<file path="config.mk">
export PLATFORM = sky130hd
export DESIGN_NAME = regfile_2r1w
export DESIGN_NICKNAME = d
export VERILOG_FILES = /design/src/rtl/cpu_pkg.sv /design/src/rtl/regfile_rd_port.sv /design/src/rtl/regfile_2r1w.sv
export SDC_FILE = /design/constraint.sdc
export NUM_CORES = 1
export LEC_CHECK = 0
export CAP_MARGIN = 20
export CORE_MARGIN = 1.5
export CORE_UTILIZATION = 61
export CTS_BUF_LIST = sky130_fd_sc_hd__clkbuf_8
export CTS_CLUSTER_DIAMETER = 100
export CTS_CLUSTER_SIZE = 40
export DETAILED_ROUTE_END_ITERATION = 7
export MAX_ROUTING_LAYER = met4
export PLACE_DENSITY_LB_ADDON = 0.1
export SKIP_LAST_GASP = 1
export SYNTH_ARGS = -nofsm -noshare
export SYNTH_HDL_FRONTEND = slang
export SYNTH_SLANG_ARGS = --single-unit
</file>
<file path="constraint.sdc">
create_clock -name clk -period 3.9 [get_ports clk]
set_input_delay 0.78 -clock clk [delete_from_list [all_inputs] [get_ports clk]]
set_output_delay 0.78 -clock clk [all_outputs]
set_load 0.1 [all_outputs]
</file>
<file path="src/rtl/cpu_pkg.sv">
// -----------------------------------------------------------------------------
// cpu_pkg
// Shared CPU datapath definitions: default register-file geometry and the
// register address / data types used by decode and writeback.
// No ports (package).
// -----------------------------------------------------------------------------
package cpu_pkg;

  // Default data width of a general-purpose register.
  localparam int DW_DEF    = 8;
  // Default number of general-purpose registers.
  localparam int DEPTH_DEF = 32;
  // Address width matching the default register count.
  localparam int AW_DEF    = $clog2(DEPTH_DEF);

  typedef logic [AW_DEF-1:0] reg_addr_t;
  typedef logic [DW_DEF-1:0] reg_data_t;

endpackage : cpu_pkg

</file>
<file path="src/rtl/regfile_rd_port.sv">
// -----------------------------------------------------------------------------
// regfile_rd_port
// One registered read port of the register file. Selects between the
// hardwired zero, the out-of-range zero, the same-cycle write bypass and the
// stored register value, then registers the result with a valid pulse.
//
// Ports:
//   clk_i        in   1   clock, rising edge
//   rst_ni       in   1   asynchronous active-low reset
//   re_i         in   1   read enable
//   raddr_i      in   AW  read address
//   wr_ok_i      in   1   a write is being committed this cycle (not dropped)
//   waddr_i      in   AW  write address (for bypass compare)
//   wdata_i      in   DW  write data (bypass source)
//   mem_rdata_i  in   DW  stored value at raddr_i from the parent array
//   rdata_o      out  DW  registered read data
//   rvalid_o     out  1   read data valid pulse
// -----------------------------------------------------------------------------
module regfile_rd_port
  import cpu_pkg::*;
#(
  parameter int DW       = DW_DEF,
  parameter int DEPTH    = DEPTH_DEF,
  parameter int AW       = $clog2(DEPTH),
  parameter bit ZERO_REG = 1'b0
) (
  input  logic          clk_i,
  input  logic          rst_ni,
  input  logic          re_i,
  input  logic [AW-1:0] raddr_i,
  input  logic          wr_ok_i,
  input  logic [AW-1:0] waddr_i,
  input  logic [DW-1:0] wdata_i,
  input  logic [DW-1:0] mem_rdata_i,
  output logic [DW-1:0] rdata_o,
  output logic          rvalid_o
);

  // DEPTH widened by one bit so the range compare works even when DEPTH
  // equals 2**AW.
  localparam logic [AW:0] DEPTH_L = (AW+1)'(DEPTH);

  logic          in_range_s;
  logic          zero_hit_s;
  logic          bypass_s;
  logic [DW-1:0] sel_s;
  logic [DW-1:0] rdata_d;
  logic [DW-1:0] rdata_q;
  logic          rvalid_d;
  logic          rvalid_q;

  assign in_range_s = ({1'b0, raddr_i} < DEPTH_L);
  assign zero_hit_s = ZERO_REG && (raddr_i == {AW{1'b0}});
  // wr_ok_i already excludes dropped writes, so bypass never forwards them.
  assign bypass_s   = wr_ok_i && (waddr_i == raddr_i);

  // Read value selection in priority order: zero reg, out of range, bypass, array.
  always_comb begin
    sel_s = mem_rdata_i;
    if (zero_hit_s) begin
      sel_s = {DW{1'b0}};
    end else if (!in_range_s) begin
      sel_s = {DW{1'b0}};
    end else if (bypass_s) begin
      sel_s = wdata_i;
    end else begin
      sel_s = mem_rdata_i;
    end
  end

  // Next state of the output registers: load on enable, otherwise hold data.
  always_comb begin
    rdata_d  = rdata_q;
    rvalid_d = 1'b0;
    if (re_i) begin
      rdata_d  = sel_s;
      rvalid_d = 1'b1;
    end else begin
      rdata_d  = rdata_q;
      rvalid_d = 1'b0;
    end
  end

  // Output data and valid registers with asynchronous clear.
  always_ff @(posedge clk_i or negedge rst_ni) begin
    if (!rst_ni) begin
      rdata_q  <= {DW{1'b0}};
      rvalid_q <= 1'b0;
    end else begin
      rdata_q  <= rdata_d;
      rvalid_q <= rvalid_d;
    end
  end

  assign rdata_o  = rdata_q;
  assign rvalid_o = rvalid_q;

endmodule : regfile_rd_port

</file>
<file path="src/rtl/regfile_2r1w.sv">
// -----------------------------------------------------------------------------
// regfile_2r1w
// General-purpose register file: two registered read ports, one write port
// with write-to-read bypass, asynchronous clear, optional hardwired-zero R0
// and a per-register busy scoreboard set by issue (lock) and cleared by
// writeback (write). A lock and a write to the same register in one cycle
// leave it busy, since a newer producer has just issued.
//
// Ports:
//   clk        in   1   system clock, rising edge
//   rst_n      in   1   asynchronous active-low reset
//   we         in   1   write enable
//   waddr      in   AW  write address
//   wdata      in   DW  write data
//   re_a/re_b          in   1   read enables
//   raddr_a/raddr_b    in   AW  read addresses
//   rdata_a/rdata_b    out  DW  registered read data
//   rvalid_a/rvalid_b  out  1   read valid pulses
//   lock       in   1   mark lock_addr busy
//   lock_addr  in   AW  register to mark busy
//   busy_a/busy_b      out  1   busy bit of raddr_a/raddr_b (combinational)
// -----------------------------------------------------------------------------
module regfile_2r1w
  import cpu_pkg::*;
#(
  parameter int DW       = DW_DEF,
  parameter int DEPTH    = DEPTH_DEF,
  parameter int AW       = $clog2(DEPTH),
  parameter bit ZERO_REG = 1'b0
) (
  input  logic          clk,
  input  logic          rst_n,
  input  logic          we,
  input  logic [AW-1:0] waddr,
  input  logic [DW-1:0] wdata,
  input  logic          re_a,
  input  logic [AW-1:0] raddr_a,
  output logic [DW-1:0] rdata_a,
  output logic          rvalid_a,
  input  logic          re_b,
  input  logic [AW-1:0] raddr_b,
  output logic [DW-1:0] rdata_b,
  output logic          rvalid_b,
  input  logic          lock,
  input  logic [AW-1:0] lock_addr,
  output logic          busy_a,
  output logic          busy_b
);

  localparam logic [AW:0] DEPTH_L = (AW+1)'(DEPTH);

  // True when an address names a real, writable register (in range and not
  // the hardwired zero). Used for writes, locks and busy reporting alike.
  function automatic logic addr_ok(input logic [AW-1:0] a);
    return ({1'b0, a} < DEPTH_L) && !(ZERO_REG && (a == {AW{1'b0}}));
  endfunction

  logic [DW-1:0]    r_q [DEPTH];
  logic [DW-1:0]    r_d [DEPTH];
  logic [DEPTH-1:0] bsy_q;
  logic [DEPTH-1:0] bsy_d;

  logic             wr_ok_s;
  logic             lock_ok_s;
  logic [DW-1:0]    mem_a_s;
  logic [DW-1:0]    mem_b_s;

  assign wr_ok_s   = we   && addr_ok(waddr);
  assign lock_ok_s = lock && addr_ok(lock_addr);

  // Register array next state: only the committed write target changes.
  always_comb begin
    for (int i = 0; i < DEPTH; i++) begin
      r_d[i] = (wr_ok_s && (waddr == AW'(i))) ? wdata : r_q[i];
    end
  end

  // Scoreboard next state: lock has priority over the clearing write.
  always_comb begin
    bsy_d = bsy_q;
    for (int i = 0; i < DEPTH; i++) begin
      bsy_d[i] = (lock_ok_s && (lock_addr == AW'(i))) ? 1'b1 :
                 (wr_ok_s   && (waddr     == AW'(i))) ? 1'b0 : bsy_q[i];
    end
  end

  // Storage and scoreboard flops with asynchronous clear.
  always_ff @(posedge clk or negedge rst_n) begin
    if (!rst_n) begin
      for (int i = 0; i < DEPTH; i++) begin
        r_q[i] <= {DW{1'b0}};
      end
      bsy_q <= {DEPTH{1'b0}};
    end else begin
      for (int i = 0; i < DEPTH; i++) begin
        r_q[i] <= r_d[i];
      end
      bsy_q <= bsy_d;
    end
  end

  // Raw array reads; out-of-range and zero-register cases are masked in the
  // read ports and in the busy outputs below.
  assign mem_a_s = r_q[raddr_a];
  assign mem_b_s = r_q[raddr_b];

  assign busy_a = addr_ok(raddr_a) && bsy_q[raddr_a];
  assign busy_b = addr_ok(raddr_b) && bsy_q[raddr_b];

  regfile_rd_port #(
    .DW       (DW),
    .DEPTH    (DEPTH),
    .AW       (AW),
    .ZERO_REG (ZERO_REG)
  ) u_rd_a (
    .clk_i       (clk),
    .rst_ni      (rst_n),
    .re_i        (re_a),
    .raddr_i     (raddr_a),
    .wr_ok_i     (wr_ok_s),
    .waddr_i     (waddr),
    .wdata_i     (wdata),
    .mem_rdata_i (mem_a_s),
    .rdata_o     (rdata_a),
    .rvalid_o    (rvalid_a)
  );

  regfile_rd_port #(
    .DW       (DW),
    .DEPTH    (DEPTH),
    .AW       (AW),
    .ZERO_REG (ZERO_REG)
  ) u_rd_b (
    .clk_i       (clk),
    .rst_ni      (rst_n),
    .re_i        (re_b),
    .raddr_i     (raddr_b),
    .wr_ok_i     (wr_ok_s),
    .waddr_i     (waddr),
    .wdata_i     (wdata),
    .mem_rdata_i (mem_b_s),
    .rdata_o     (rdata_b),
    .rvalid_o    (rvalid_b)
  );

endmodule : regfile_2r1w

</file>
==> results of run 1 <==
==> metrics by stage <==
step / hold WS, ns / setup WS [ns] / total power, uW
2_1_floorplan: 0.458 / 0.593 / 5870
3_3_place_gp: 0.500 / 0.492 / 6490
3_5_place_dp: 0.506 / 0.473 / 6580
4_1_cts: 0.187 / 0.471 / 8010
5_1_grt: 0.180 / 0.396 / 8360
6_report: 0.143 / 0.483 / 8030
==> critical path, stage by stage <==
cell,delay (ns)
buf_4,0.32
mux4_2,0.57
mux4_2,0.47
mux2_2,0.31
buf_12,0.17
==> flip-flops by register name, indices dropped and copies added, names as in the netlist <==
signal / cells
bsy_q: 32
r_q: 256
u_rd_a.rdata_o: 8
u_rd_a.rvalid_o: 1
u_rd_b.rdata_o: 8
u_rd_b.rvalid_o: 1
==> power groups by stage <==
stage | clock network [uW] | logic (uW) | registers, uW
final | 1480 | 2290 | 4270
after global routing | 1590 | 2430 | 4340
after CTS | 1490 | 2280 | 4250
after detailed placement | 0 | 2270 | 4310
after global placement | 0 | 2210 | 4280
after floorplan | 0 | 1530 | 4340
==> worst min-delay path by stage <==
stage | endpoint | slack (ns)
6_report | r_q[137] | 0.14
5_1_grt | r_q[132] | 0.18
4_1_cts | r_q[167] | 0.19
3_5_place_dp | bsy_q[20] | 0.51
3_3_place_gp | r_q[207] | 0.50
2_1_floorplan | bsy_q[18] | 0.46
==> cells by family after synthesis <==
kind of cell | Yosys count | synth area share (%)
muxes | 495 | 38.6
DFF | 306 | 45.5
and+or+nand+nor | 175 | 5.44
AOI/OAI and AO/OA | 139 | 6.33
buffers and inverters | 131 | 3.59
xor gates and xnor gates | 10 | 0.521
==> layout by cell type, fill, tap and decap left out, types with 15 or more instances in the layout <==
| cell | instances |
|---|---|
| mux2i_1 | 133 |
| inv_1 | 26 |
| nand2_1 | 42 |
| nand3_1 | 24 |
| mux4_2 | 87 |
| clkdlybuf4s50_1 | 44 |
| dfrtp_1 | 306 |
| nor2_1 | 25 |
| o21ai_0 | 15 |
| a22o_1 | 30 |
| nor2b_1 | 26 |
| a221oi_1 | 17 |
| buf_4 | 44 |
| mux2_2 | 268 |
==> cell type report <==
type / instances / area (um2)
fill: 2003 / 8980
multi-input combinational: 819 / 8560
sequential: 306 / 7660
timing repair buffer: 101 / 1000
tap: 341 / 427
clock buffer: 13 / 179
clock inverter: 8 / 118
inverter: 25 / 93.8
antenna: 1 / 2.50
==> metal layers <==
layer | part of all wire [%] | global-route usage (%)
met2 | 47 | 52.3
met3 | 7.9 | 5.94
met5 | 0 | -
met4 | 2.9 | 9.50
met1 | 42 | 48.9
==> impl_metrics.toml, run 1 <==
[drt]
drt_iter0_drc = 1223
drt_pass1_iterations = 5
viasPerCell = 7.06
ant_nets = 0
routed_wl_um = 46500
num_vias = 11400
drc = 0
wl_per_cell_um = 28.8

[timing]
slew_headroom_pct = 33.5
finalCriticalPeriod_ns = 3.42
max_freq_ghz = 0.293
period_share_pct = 87.6
final_hold_viol_count = 0
worstMarginPinSlew_ns = 0.994
setup_viol = 0
totalNegativeSetupSlack_ns = 0
rsz0062_at_grt = "no"
fin_worst_skew_ns = 0.0303
slew_violations = 0

[synth]
synthTopCellsByArea = "dfrtp_1, mux2_2, mux4_2"
synthCells = 1256
ys_ff_latch = 306
netlist_top_cells_count = "dfrtp_1, mux2_2, mux2i_1"
synthArstFlopShare_pct = 100
synth_most_common_cell = "dfrtp_1"
avgSynthCellArea_um2 = 13.4
synth_top_area_share_pct = 45.5
synth-seq-area-share_pct = 45.5
syn_nets = 1290
synth_top_cell_by_area = "dfrtp_1"
ys_types = 50
synth_edf_count = 0
netlist_area_um2 = 16800
synthFlopType = "dfrtp_1"
ys_warn_count = 0

[floorplanning]
start_util_pct = 62.2
core-area_um2 = 27000
num_rows = 60
ios = 54
die_area_um2 = 28600
die_x_um = 169
fp.dieH_um = 169

[setup_path]
reg2reg_to = "u_rd_b.rdata_o[3]"
cp-startpoint = "raddr_b[0]"
worstSetupPathType = "input port to output port"
reg2reg_from = "r_q[139]"
cp.arrival_ns = 2.64
critPathLaunchType = "input port"
worstPathRequired_ns = 3.12
cp_max_fo = 18
critPathCaptureType = "output port"
r2r_setup_slack_ns = 2.01
r2r_cells = 4
crit_path_end = "busy_b"

[cts]
postCtsResizedCells = 0
cts_setup_buffers = 0
root_buffer = "clkbuf_8"
cts.sinks = 306
hold_buffers = 0
cts_tree = "done"
clock_path_buffers = 3
clk_latency_ns = 0.60
numCtsBuffers = 13
htreeDepth = 1
path_clk_slew_ns = 0.23

[power_and_ir_drop]
p_int_uw = 5360
seqPwrFrac_pct = 53.2
netSwitchingFraction_pct = 33.3
ir_drop_mv = 0.395
clkPwrFrac_pct = 18.4
power.density_nw_per_um2 = 445
combPwrFrac_pct = 28.5
p_sw_uw = 2680
leakage_uw = 0.00794

[final_layout]
fin_cells = 1614
syn2layout_area_growth_pct = 7.24
final_core_util_pct = 66.8
layout-drive-gt1-share_pct = 34.6
stdcell_area_um2 = 18000
nNetsFinal = 1300

[grt]
grt_max_degree = 97
grt_pass1_vias = 11400
grt_use_total_pct = 34.6
antenna_found_initial = 1
grt_pass1_wl_um = 71200
grt-ovfl-total = 0

[placed_design]
placement.io_buffers = 53
gp_congestion = 0.915
dp.cells = 1591
place_area_um2 = 17700
hpwl_um = 31600

[hold_path]
hp-class = "input port to async pin"

[run]
drv_cap = 0

[outcome]
status = "finished clean"
(Power assumes the default switching activity.)
==> inputs of run 2 (changes only) <==
--- a/config.mk
+++ b/config.mk
@@ -6,6 +6,7 @@
 export NUM_CORES = 1
 export LEC_CHECK = 0
 export CAP_MARGIN = 20
+export CORE_ASPECT_RATIO = 1.75
 export CORE_MARGIN = 1.5
 export CORE_UTILIZATION = 61
 export CTS_BUF_LIST = sky130_fd_sc_hd__clkbuf_8
==> impl_metrics.toml, run 2 (same netlist as run 1, synthesis figures left out) <==
[final_layout]
nNetsFinal = 1311
syn2layout_area_growth_pct = 7.29
reg_top3 = "r_q x256, bsy_q x32"
layout_commonest_cell = "dfrtp_1"
largest-register = "r_q"
layout-drive-gt1-share_pct = 34.9
largest_register_ff_count = 256
most-common-layout-cells = "dfrtp_1, mux2_2, mux2i_1"

[placed_design]
placement.io_buffers = 53
hpwl_um = 35100
gp_congestion = 0.974

[setup_path]
cp-startpoint = "raddr_b[0]"
cp.arrival_ns = 2.62
critPathCaptureType = "output port"
worstSetupPathType = "input port to output port"
critPathLaunchType = "input port"
cp_common_cell = "mux4_2"
critPathSlowestCell = "mux4_2"
worstPathCellList = "buf_4, mux4_2, mux4_2, mux2_2, buf_12"
r2r_setup_slack_ns = 1.96
cp_max_fo = 15
critPathMaxStageDelay_ns = 0.56
reg2reg_from = "r_q[131]"
worstPathRequired_ns = 3.12

[grt]
grt-ovfl-total = 0
grt_pass1_vias = 12000
antenna_found_initial = 1
grt_max_degree = 96
gr-max-usage-layer = "met2"
grt_use_met1_pct = 45.1
met2_usage_pct = 59.5
grt_use_total_pct = 37.5
grt_pass1_wl_um = 76100
grtUsageMet3_pct = 4.84

[floorplanning]
die_x_um = 129
die_area_um2 = 28600
num_rows = 80
fp.dieH_um = 223
core-area_um2 = 27200
ios = 54
start_util_pct = 61.8

[timing]
period_share_pct = 87.2
final_hold_viol_count = 0
finalCriticalPeriod_ns = 3.40
rsz0062_at_grt = "no"
slew_violations = 0
slew_headroom_pct = 18.3
totalNegativeSetupSlack_ns = 0
hold_ws_ns = 0.178
fin_worst_skew_ns = 0.0227
worstMarginPinSlew_ns = 1.22
max_freq_ghz = 0.294
setup_viol = 0

[cts]
htreeDepth = 1
postCtsResizedCells = 0
numCtsBuffers = 11
clock_path_buffers = 3
clk_latency_ns = 0.58
cts_setup_buffers = 0
root_buffer = "clkbuf_8"
cts_tree = "done"
cts.sinks = 306
path_clk_slew_ns = 0.21
hold_buffers = 0

[drt]
viasPerCell = 7.09
drc = 0
num_vias = 11700
routed_wl_um = 50500
drt_pass1_iterations = 6
wl_per_cell_um = 30.6
ant_nets = 0
drt_iter0_drc = 961

[hold_path]
hp-class = "input port to async pin"

[run]
drv_cap = 0

[power_and_ir_drop]
power.density_nw_per_um2 = 434
ir_drop_mv = 0.344
leakage_uw = 0.00794

[outcome]
status = "finished clean"
run 2: power breakdown:
part           switching, uW  total, uW  internal (uW)
Clock                    953       1230            272
Sequential               509       4300           3790
Combinational           1110       2300           1190
Total                   2570       7830           5250
run 2: final cells by class:
type	count	area (um2)
diodes	2	5.00
clock buffers	11	151
clock inverters	2	17.5
fillers	2066	9180
inverters	25	93.8
multi-input cells	819	8560
flip-flops and latches	306	7660
well taps	369	462
repair buffers	114	1100
run 2: final timing paths:
path	endpoint	cells past startpoint
max in group asynchronous	r_q[106]	2
setup / recovery	busy_b	5
hold / removal	r_q[251]	1
min in group clk	r_q[136]	1
hold reg to reg	r_q[136]	1
setup reg to reg	u_rd_b.rdata_o[3]	5
run 2: stage by stage:
stage | instance area, um2 | instances | worst slack, ns | utilization [%] | power (uW)
floorplan | 16800 | 1256 | 0.593 | - | 5870
global placement | 17800 | 1630 | 0.493 | 65.4 | 6540
detailed placement | 17800 | 1631 | 0.475 | 65.5 | 6630
CTS | 18000 | 1644 | 0.479 | 66.1 | 7820
global route | 18000 | 1647 | 0.443 | 66.3 | 8150
finish | 18000 | 1648 | 0.498 | 66.3 | 7830
run 2: critical path: cells and delay by family:
kind / cells / cell delay, ns
buffers and inverters: 2 / 0.47
multiplexers: 3 / 1.37
run 2: metal layers:
metal / wire, um / vias to the layer above
met5: 0 / -
met4: 4040 / 0
met3: 3210 / 178
met2: 24700 / 568
met1: 18500 / 6101
li1: - / 4833
==> patch 1: new RTL, config.mk and constraints of run 2 <==
Put a register stage on the output `rdata_a`, cleared by the reset. The value now appears one clock later. The other outputs are not delayed to match. Comments in the files are not updated.
--- a/src/rtl/regfile_2r1w.sv
+++ b/src/rtl/regfile_2r1w.sv
@@ -50,2 +50,4 @@
   localparam logic [AW:0] DEPTH_L = (AW+1)'(DEPTH);
+
+  logic [DW-1:0] rdata_a_d;
 
@@ -123,3 +125,3 @@
     .mem_rdata_i (mem_a_s),
-    .rdata_o     (rdata_a),
+    .rdata_o     (rdata_a_d),
     .rvalid_o    (rvalid_a)
@@ -145,2 +147,10 @@
 
+  always_ff @(posedge clk or negedge rst_n) begin
+    if (!rst_n) begin
+      rdata_a <= '0;
+    end else begin
+      rdata_a <= rdata_a_d;
+    end
+  end
+
 endmodule : regfile_2r1w
Formal check against the unedited RTL: not equivalent (Yosys sat finds a counterexample within 4 cycles, from zero or initial values and one cycle with rst_n low).
==> patch 1 against run 2 <==
Cell count shrank 6.1%; register-to-register slack lost 0.32 ns; wire length shrank 5.5%; total power grew 0.95%; final area shrank 0.91%; count of clock-buffer cells in the layout is the same; global-route usage shrank 1.6 points; sequential power grew 2%; first-iteration DRC count grew 26%; sequential cell count grew 8; synthesized area shrank 0.54%; setup slack gained 0.021 ns; highest routed layer unchanged.
==> patch 1: results (changes against run 2) <==
| Quantity | Value | Change |
| --- | --- | --- |
| Vias per Instance | 7.142 | +0.76% |
| Mean Syn Cell Area | 14.36 sq um | +7.2% |
| Placed wire-length estimate | 33310 um | -5.0% |
| Drt total wl | 47710 um | -5.5% |
| Largest net degree at the start of global routing | 99 | +3.1% |
| Post-synthesis sequential area ratio | 0.4696 | +0.01445 |
| Synthesized-area fraction occupied by ao, oa, aoi and oai cells | 0.06050 | -0.002795 |
| Count of different cell masters after synthesis | 49 | -2.0% |
| Number of cells in the finished layout apart from fillers | 1547 | -6.1% |
| Reg2reg setup slack | 1.64 ns | -0.32 ns |
| Origin of the critical flop-to-flop path | r_q[220] |  |
| Number of global-route vias before repair | 11.43k | -4.9% |
| Outcome | completed |  |
| Leading post-synthesis cells by cell area | sky130_fd_sc_hd__dfrtp_1, sky130_fd_sc_hd__mux2_2, sky130_fd_sc_hd__mux4_2 |  |
| Worst stage delay on the critical path | 0.54 ns | -0.02 ns |
| Final weighted congestion in routability-driven placement | 0.9262 | -4.9% |
| Clock transition time at the flip-flop clock pins of the worst setup and hold paths | 0.23 ns | +0.02 ns |
| Slew headroom | 0.3344 | +0.1519 |
| R2r endpoint | u_rd_b.rdata_o[4] |  |
| Area share of the largest cell type after synthesis | 0.4696 | +0.01445 |
| Clock skew after layout | 0.03198 ns | +0.009325 ns |
| Pre-CTS setup slack | 0.5032 ns | +0.02823 ns |
| Top cells by count, synth | sky130_fd_sc_hd__dfrtp_1, sky130_fd_sc_hd__mux2_2, sky130_fd_sc_hd__mux4_2, sky130_fd_sc_hd__clkbuf_1, sky130_fd_sc_hd__mux2i_1 |  |
| Count of filler cells inserted in the layout | 2024 | -2.0% |
| Wire length of the first global-routing pass | 72860 um | -4.3% |
| Post-Synthesis Net Count | 1199 | -7.1% |
| Overall track demand over capacity in global routing | 0.3586 | -0.01635 |
| Portion of netlist area occupied by mux cells | 0.3845 | -0.001483 |
| Count of yosys warnings during synthesis | 0 | unchanged |
| Number of design-rule violations left by the first detailed-router iteration | 1208 | +26% |
| Endpoint arrival time on the critical path | 2.60 ns | -0.02 ns |
| VDD IR max | 0.4389 mV | +28% |
| Placement-stage cell area | 17720 sq um | -0.56% |
| Largest fanout on the critical path | 16 | +1 |
-- patch 1: cell count changes in the layout (fill, tap and decap cells not counted), sizes merged, moves of 12 or more --
cell,run 2,this run
nor2b,26,39
mux4,94,130
a221o,0,17
a22oi,6,18
buf,69,55
mux2i,133,46
nand3,24,9
inv,27,15
a22o,30,12
-- patch 1: metrics by stage --
step / hold slack [ns] / total power [W]
final: 0.08616 / 0.007899
after CTS: 0.1139 / 0.007909
after global placement: 0.3560 / 0.006644
after floorplan: 0.3465 / 0.005952
after global routing: 0.1169 / 0.008228
after detailed placement: 0.3645 / 0.006737
-- patch 1: worst max path at each step --
stage                     from  cells after the start  slack (ns)  endpoint
CTS                 raddr_a[0]                      5        0.50    busy_a
floorplan           raddr_b[0]                      5        0.38    busy_b
finish              raddr_a[0]                      5        0.52    busy_a
global route        raddr_a[0]                      5        0.47    busy_a
detailed placement  raddr_a[0]                      5        0.50    busy_a
global placement    raddr_a[0]                      5        0.52    busy_a
-- patch 1: cell type report --
class	count	area, sq um	share of cell area
diodes	1	2.502	0.0001399
well taps	369	461.7	0.02581
clock buffers	11	151.4	0.008465
flip-flops and latches	314	7858	0.4393
repair buffers	99	1001	0.05597
inverters	15	56.30	0.003148
clock inverters	1	8.758	0.0004897
multi-input cells	737	8346	0.4666
-- patch 1: routing by layer --
layer  vias to the layer above  GRT usage  share of wire  wire length, um
met5                         -          -              0                0
met4                         0     0.1950          0.070             3328
met3                       164    0.04030          0.061             2923
met2                       508     0.5725           0.50            23900
met1                      5857     0.4498           0.37            17550
li1                       4519          -              -                -
-- patch 1: report_power, final --
part	total, W	switching [W]	internal [W]
Combinational	0.00231	0.00109	0.00122
Sequential	0.00438	0.000497	0.00389
Clock	0.00121	0.000945	0.000265
-- patch 1: cells by family after synthesis --
logic type,after synthesis
and+or+nand+nor,150
xor gates and xnor gates,10
buffers and inverters,114
muxes,442
AOI/OAI and AO/OA,135
DFF,314
==> patch 2: new RTL, config.mk and constraints of run 2 <==
Without the edit above. Set the package constant `DEPTH_DEF` to 16 (it was 32).
--- a/src/rtl/cpu_pkg.sv
+++ b/src/rtl/cpu_pkg.sv
@@ -11,3 +11,3 @@
   // Default number of general-purpose registers.
-  localparam int DEPTH_DEF = 32;
+  localparam int DEPTH_DEF = 16;
   // Address width matching the default register count.
Interface: changed (resized lock_addr, raddr_a, raddr_b and waddr); port bits go from 54 to 50. No check against the original RTL was run, so the function may have changed too.
==> patch 2 against run 2 <==
Maximum frequency rose by 1.7%; wire length fell by 55%; combinational power fell by 34%; sequential cell count fell by 144; first-iteration DRC count fell by 58%; setup slack improved by 0.055 ns; critical path depth fell by 1; synthesized area fell by 49%; clock power rose by 3%; sequential power fell by 45%; die area fell by 48%; final area fell by 47%; total power fell by 34%; cell count fell by 51%; critical path type unchanged; largest power group unchanged.
==> patch 2: results (changes against run 2) <==
| Quantity | Value | Change |
| --- | --- | --- |
| Outcome | completed |  |
| Final weighted congestion in routability-driven placement | 0.9373 | -3.7% |
| Pre-CTS setup slack | 0.5671 ns | +0.09222 ns |
| Largest fanout on the critical path | 9 | -6 |
| VDD IR max | 0.3066 mV | -11% |
| Drt total wl | 22780 um | -55% |
| CTS max path bufs | 2 | -1 |
| Post-synthesis sequential area ratio | 0.4733 | +0.01808 |
| Count of filler cells inserted in the layout | 929 | -55% |
| R2r endpoint | u_rd_a.rdata_o[7] |  |
| Clock skew after layout | 0.01840 ns | -0.004250 ns |
| Initial DRT Pass Iterations | 7 | +1 |
| Count of different cell masters after synthesis | 38 | -24% |
| Mean Syn Cell Area | 14.74 sq um | +10% |
| Overall track demand over capacity in global routing | 0.3414 | -0.03357 |
| Largest net degree at the start of global routing | 70 | -27% |
| Met1 routing resource usage after global routing | 0.4126 | -0.03876 |
| Maximum level of the CTS H-tree | 4 | +3 |
| Wire length of the first global-routing pass | 35470 um | -53% |
| Cell leakage power | 3.956 nW | -50% |
| Number of cells in the finished layout apart from fillers | 808 | -51% |
| Post-Synthesis Net Count | 611 | -53% |
| Number of buffers created by CTS | 17 | +6 |
| Number of design-rule violations left by the first detailed-router iteration | 405 | -58% |
| Transition time of the tightest slew-check pin | 0.9916 ns | -0.2308 ns |
patch 2: power breakdown:
part           switching (W)  internal (W)  total [W]
Sequential          0.000288       0.00206    0.00235
Clock               0.000645      0.000629    0.00127
Combinational       0.000767      0.000744    0.00151
patch 2: kinds of logic (layout without fill, tap and decap cells):
| family | count (synthesis) | in the layout | synth area share |
|---|---|---|---|
| AND/OR/NAND/NOR | 85 | 85 | 0.05302 |
| AO/OA/AOI/OAI | 75 | 75 | 0.06646 |
| XOR/XNOR | 8 | 8 | 0.008180 |
| multiplexers | 202 | 202 | 0.3677 |
| flip-flops | 162 | 162 | 0.4733 |
| buffers and inverters | 49 | 99 | 0.03140 |
patch 2: critical path, stage by stage:
cell                              delay, ns
sky130_fd_sc_hd__clkdlybuf4s50_1       0.70
sky130_fd_sc_hd__mux4_2                0.36
sky130_fd_sc_hd__mux4_2                0.52
sky130_fd_sc_hd__buf_12                0.19
patch 2: area by class of cell:
cell class,instances,share of cell area
Clock inverter,14,0.01726
Inverter,3,0.001177
Timing Repair Buffer,65,0.06707
Tap cell,177,0.02314
Multi-Input combinational cell,370,0.4433
Clock buffer,17,0.02445
Sequential cell,162,0.4236
patch 2: worst max path at each step:
stage | slack (ns) | cells past startpoint | end | startpoint
global placement | 0.63 | 4 | busy_b | raddr_b[1]
CTS | 0.56 | 4 | busy_b | raddr_b[1]
finish | 0.55 | 4 | busy_b | raddr_b[1]
floorplan | 0.73 | 4 | busy_b | raddr_b[0]
detailed placement | 0.57 | 4 | busy_b | raddr_b[1]
global route | 0.53 | 4 | busy_b | raddr_b[1]
